`config.mk`:
```
export PLATFORM = sky130hd
export DESIGN_NAME = pr_led_sequencer
export DESIGN_NICKNAME = d
export VERILOG_FILES = /design/src/rtl/pr_led_sequencer.sv
export SDC_FILE = /design/constraint.sdc
export NUM_CORES = 1
export LEC_CHECK = 0
export BUFFER_PORTS_ARGS = -buffer_cell sky130_fd_sc_hd__buf_2
export CAP_MARGIN = 40
export CORE_AREA = 2 2 85 87
export CTS_CLUSTER_SIZE = 28
export DETAILED_ROUTE_END_ITERATION = 10
export DIE_AREA = 0 0 87 89
export SLEW_MARGIN = 20
export SYNTH_ARGS = -nofsm -noshare
export SYNTH_HDL_FRONTEND = slang
export SYNTH_SLANG_ARGS = --single-unit
```
`constraint.sdc`:
```
create_clock -name clk -period 4.05 [get_ports clk]
set_input_delay 0.81 -clock clk [delete_from_list [all_inputs] [get_ports clk]]
set_output_delay 0.81 -clock clk [all_outputs]
set_load 0.02 [all_outputs]
```
`src/rtl/pr_led_sequencer.sv`:
```
// pr_led_sequencer: isolates the LED partition, requests a PR load, waits for done/error/timeout, then holds the new module in reset
module pr_led_sequencer #(
  parameter int SETTLE_CYCLES = 4,
  parameter int RST_CYCLES = 16,
  parameter int TIMEOUT_CYCLES = 33554431
) (
  input  logic       clk,
  input  logic       rst,
  input  logic       trig,
  input  logic [1:0] trig_sel,
  output logic       pr_req,
  output logic [1:0] pr_sel,
  input  logic       pr_done,
  input  logic       pr_err,
  input  logic [3:0] rm_leds,
  output logic [3:0] leds,
  output logic       decouple,
  output logic       rm_rst,
  output logic [1:0] active_sel,
  output logic       busy,
  output logic       err
);
  typedef enum logic [2:0] {S_IDLE, S_SETTLE, S_REQ, S_RESET, S_ERROR} state_t;
  localparam logic [24:0] L_SET = 25'(SETTLE_CYCLES - 1);
  localparam logic [24:0] L_RST = 25'(RST_CYCLES - 1);
  localparam logic [24:0] L_TO = 25'(TIMEOUT_CYCLES - 1);
  state_t r_state;
  logic [24:0] r_cnt;
  logic r_trig;
  logic w_go;
  assign w_go = trig & ~r_trig & (trig_sel != 2'd3);
  always_ff @(posedge clk) begin
    if (rst) begin
      r_state <= S_RESET;
      r_cnt <= '0;
      r_trig <= 1'b0;
      pr_req <= 1'b0;
      pr_sel <= 2'd0;
      leds <= 4'd0;
      decouple <= 1'b0;
      rm_rst <= 1'b1;
      active_sel <= 2'd0;
      busy <= 1'b1;
      err <= 1'b0;
    end else begin
      r_trig <= trig;
      if (!decouple) leds <= rm_leds;
      case (r_state)
        S_IDLE, S_ERROR: if (w_go) begin
          r_state <= S_SETTLE;
          r_cnt <= '0;
          pr_sel <= trig_sel;
          decouple <= 1'b1;
          busy <= 1'b1;
        end
        S_SETTLE: if (r_cnt == L_SET) begin
          r_state <= S_REQ;
          r_cnt <= '0;
          pr_req <= 1'b1;
        end else r_cnt <= r_cnt + 25'd1;
        S_REQ: if (pr_err || r_cnt == L_TO) begin
          r_state <= S_ERROR;
          pr_req <= 1'b0;
          err <= 1'b1;
          rm_rst <= 1'b1;
          leds <= 4'hf;
          busy <= 1'b0;
        end else if (pr_done) begin
          r_state <= S_RESET;
          r_cnt <= '0;
          pr_req <= 1'b0;
          active_sel <= pr_sel;
          err <= 1'b0;
          rm_rst <= 1'b1;
        end else r_cnt <= r_cnt + 25'd1;
        S_RESET: if (r_cnt == L_RST) begin
          r_state <= S_IDLE;
          rm_rst <= 1'b0;
          decouple <= 1'b0;
          busy <= 1'b0;
        end else r_cnt <= r_cnt + 25'd1;
        default: r_state <= S_IDLE;
      endcase
    end
  end
endmodule

```
# == Yosys cells after proc, flatten, opt, wreduce, memory -nomap -nowiden ==
# Cells that the tools add are included.
# totals
ff_bits,42
input_bits,11
output_inout_bits,13
# op_classes
n_addsub,1
n_eq_ne,15
n_mux,28
n_bitwise,4
reduce_logical,18
# ops
op,n
$mux 25,5
$pmux 25 s4,1
$add 25x1->25 const B,1
$eq 25x2->1 const B,1
$eq 25x25->1 const B,1
$eq 25x4->1 const B,1
$mux 3,5
$ne 2x2->1 const B,7
$mux 4,3
$pmux 3 s4,1
$reduce_and 3->1,4
$reduce_and 4->1,3
$mux 1,9
$reduce_bool 2->1,4
$eq 3x2->1 const B,2
$pmux 1 s2,3
$reduce_and 2->1,2
$reduce_bool 4->1,1
$eq 3x1->1 const B,1
$eq 3x3->1 const B,1
$logic_not 3->1,1
$ne 3x3->1 const B,1
$pmux 1 s3,1
$reduce_bool 3->1,1
other kinds (4),6

# == Logic depth before layout (Yosys ltp) ==
# logic_depth
depth_word,5
mapped_depth,9
depth_no_buf,8

# == Worst setup path after synthesis ==
# No wires, ideal clock.
# synth_timing
kind,input to register
startpoint,input port pr_done
endpoint,register r_cnt[14]
setup_ns,0.083
arrival_time_ns,2.051
t_required_ns,3.967
setup_slack_ns,1.917
cell_stages,7
path_buffers,2
path_cell_list,nand2b_1 a21oi_1 o21ai_2 a2111o_1 buf_6 buf_8 o31ai_4
# synth_via
elab_chain_len,3
# synth_rtl
element,line,rtl
start: declaration,13,"input logic pr_done,"
$mux 25,68,end else if (pr_done) begin
$mux 25,61,S_REQ: if (pr_err || r_cnt == L_TO) begin
$pmux 25 s4,48,case (r_state)
end signal: assignment,60,end else r_cnt <= r_cnt + 25'd1;
end signal: assignment,75,end else r_cnt <= r_cnt + 25'd1;
end signal: assignment,81,end else r_cnt <= r_cnt + 25'd1;
end: declaration,28,logic [24:0] r_cnt;
# No other way between the ends. The select of a mux whose other input is x is not followed.
# A chain may end at the register's enable or synchronous reset.

# == Worst setup path in the final report ==
# layout_timing
startpoint,register r_cnt[0]
endpoint,register r_cnt[17]
# layout_via
elab_chain_len,4
word_cells_on_any_way,13
cone_classes,add/sub (1); eq/ne (5); mux (5); reduce/logical (2)
# layout_rtl
element,line
$add 25x1->25 or $eq 25x25->1 (tied branches),--
$mux 25 or $logic_or 1x1->1 (tied branches),"68, 61"
$mux 25 or $ne 2x2->1 (tied branches),--
$pmux 25 s4 or $reduce_and 4->1 (tied branches),--
# Several ways; a longest one is shown, not always the timed one. The select of a mux whose other input is x is not followed.

==> summary.txt <==
Status
  • Status: complete, no violations

Detailed routing
  • Total number of vias: 2073
  • Final ANT Viol Nets: 0
  • Drc violations: 0
  • Avg WL per Cell: 14.6 um
  • DRT Pass-1 Iters: 4
  • Total Wirelength: 5.47 mm
  • Vias per cell: 5.53
  • Initial DRC Count: 173

Floorplanning
  • Die area: 0.00774 mm^2
  • Die W: 87 um
  • Starting Density: 0.349
  • Core area: 0.00672 mm^2
  • Ports: 24
  • Die height: 89 um
  • Cell row count: 30

Global route
  • Largest net degree at the start of global routing: 42
  • Global route overflow: 0
  • Number of global-route vias before repair: 1883
  • Antenna violations before repair: 0
  • Aggregate global-route resource usage: 0.152
  • First-pass GRT wire length: 9.34 mm

Setup path
  • Crit path to: r_cnt[17]
  • R2R Setup Slk: 1.39 ns
  • CP Class: reg -> reg
  • CP Capture Type: flop
  • Worst reg2reg path depth: 9
  • Req. time, crit path: 4.23 ns
  • Critical path launch point: r_cnt[0]
  • FF-to-FF Start: r_cnt[0]
  • Worst setup SP type: flop
  • Critical Path AT: 2.84 ns
  • Reg2reg end: r_cnt[17]
  • Worst Path Max Fanout: 25

CTS
  • Clock transition at path regs: 0.08 ns
  • CTS sink count: 42
  • Longest Clk Path Bufs: 2
  • CTS tree: done
  • Worst-skew pair later-pin latency: 0.29 ns
  • Setup bufs post-CTS: 0
  • Clk root buf: clkbuf_8
  • H-tree levels: 2
  • Hold_buf cts: 0
  • Inserted Clock Buffers: 5
  • Post-CTS sizing: 0

Job
  • Max-cap viol count: 0

Placement
  • Post-Place Cell Area: 0.00247 mm^2
  • RePlAce Congestion: 0.858
  • HPWL Detailed: 3.71 mm
  • PortBufs: 23

Timing
  • Relative slew slack: 0.638
  • Fin. Hold Viols: 0
  • Worst-Margin Slew: 0.542 ns
  • Clock Skews: 0.00724 ns
  • Unrepaired setup endpoints after global routing: no
  • Setup_tns: 0 ns
  • Finish-stage setup viols: 0
  • Fmax: 377 MHz
  • Max-slew violations: 0
  • Final Cycle Share: 0.656
  • Min cycle time layout: 2.66 ns

Finish
  • Nets@finish: 307
  • Post-route design area: 0.00258 mm^2
  • Antenna Diode Count: 0
  • Layout cells sized above 1: 0.169
  • Most frequent cells in the layout: dfxtp_1 (42), nor2b_1 (26), nor2_1 (25)
  • Most common cell after layout, fill and taps aside: dfxtp_1
  • Synth-to-Final Area Change: 9.99%

Logic synthesis
  • FFs w/ async S/R, synth: 0
  • Largest area contributor in the netlist: dfxtp_1
  • Main synth FF type: dfxtp_1
  • Avg Cell Area, Syn: 8.37 um^2
  • Synth top area cells: dfxtp_1 (36%), nor2b_1 (6.9%), o21ai_1 (4.1%), nor2_1 (4.0%), a21oi_1 (3.8%)
  • Post-synth EDFFs: 0
  • Post-synthesis instance area: 0.00234 mm^2
  • Share of the synthesized area in the top cell type: 0.359
  • Syn Inst Count: 280
  • Synthesized net count: 293
  • Yosys cell types: 48
  • FF+latch count, synth: 42
  • Yosys warnings: 0
  • Seq/Total Area, Yosys: 0.359

Pwr
  • Leakage: 0.937 nW
  • Max IR drop VDD: 164 uV
  • PD cells: 307 mW/mm^2

Min path
  • Worst hold path type: reg -> reg
  • Worst Hold Depth: 2
-- metal layers --
layer / vias up / track usage / part of all wire
li1: 1045 / - / -
met4: 0 / 0.0554 / 0.012
met3: 5 / 0.0305 / 0.025
met1: 990 / 0.219 / 0.50
met5: - / 0 / 0
met2: 33 / 0.224 / 0.46
-- report_power, final --
group          leakage, nW  internal (mW)  switching (mW)
clock network       0.0524          0.185           0.143
registers            0.340          0.418         0.00505
logic                0.544         0.0160          0.0243
-- cell type report --
| type | count | area (um^2) |
|---|---|---|
| inverter | 3 | 11.3 |
| fill | 663 | 4140 |
| sequential | 42 | 841 |
| clock buffer | 7 | 76.3 |
| multi-input combinational | 216 | 1370 |
| tap | 80 | 100 |
| timing repair buffer | 26 | 145 |
| clock inverter | 1 | 30.0 |
-- flip-flops by register name (all words and copies together), names as in the netlist --
signal / count
r_cnt: 25
r_trig: 1
pr_sel: 2
leds: 4
decouple: 1
err: 1
pr_req: 1
active_sel: 2
r_state: 3
rm_rst: 1
busy: 1
-- synth_stat cells, types with 2 or more instances --
library cell  number
nand3_1            6
nand4_1            8
ha_1               2
and3_1             8
nor4_1             5
o41ai_2            2
mux2i_1            8
inv_1              3
nand2_1           20
a21oi_1           18
dfxtp_1           42
o31ai_2            6
o31ai_1            8
a31oi_1            6
nor2b_1           26
o41ai_1            3
o21ai_0            9
and2_1             5
nor2_1            25
buf_6              3
nor3_1             3
and3_4             2
buf_2              7
nand2b_1           4
clkbuf_1           7
a41oi_1            3
and4_1             2
o21ai_1           19
-- worst min-delay path by stage --
stage | startpoint | to | slack, ns
2_1_floorplan | r_cnt[22] | r_cnt[22] | 0.46
3_3_place_gp | rm_rst | rm_rst | 0.43
3_5_place_dp | rm_rst | rm_rst | 0.44
4_1_cts | rm_rst | rm_rst | 0.46
5_1_grt | rm_rst | rm_rst | 0.49
6_report | err | err | 0.46
-- kinds of logic (layout without fill, tap and decap cells) --
logic type,count (synthesis),in the layout,synth area share
compound gates,84,84,0.255
fa+ha+maj,2,2,0.0107
buf+inv,22,37,0.0550
mux,8,8,0.0342
simple gates,122,122,0.286
flops,42,42,0.359
-- critical path, stage by stage, from the launching register on --
cell and delay, ns:
dfxtp_1 0.41, ha_1 0.29, nor4b_1 0.34, nand3_1 0.14
o21ai_2 0.13, buf_4 0.28, a2111o_1 0.50, buf_8 0.23
nand2b_4 0.16, o31ai_1 0.07
-- through the flow --
step	setup WS, ns	hold slack [ns]	util	power [mW]	std cells
3_3_place_gp	1.14	0.434	0.365	0.471	366
6_report	1.39	0.458	0.383	0.791	375
4_1_cts	1.40	0.461	0.383	0.800	375
5_1_grt	1.12	0.489	0.383	0.825	375
2_1_floorplan	1.92	0.459	-	0.460	280
3_5_place_dp	1.16	0.445	0.368	0.473	367
Note: power is estimated with default switching activity, not from simulation.
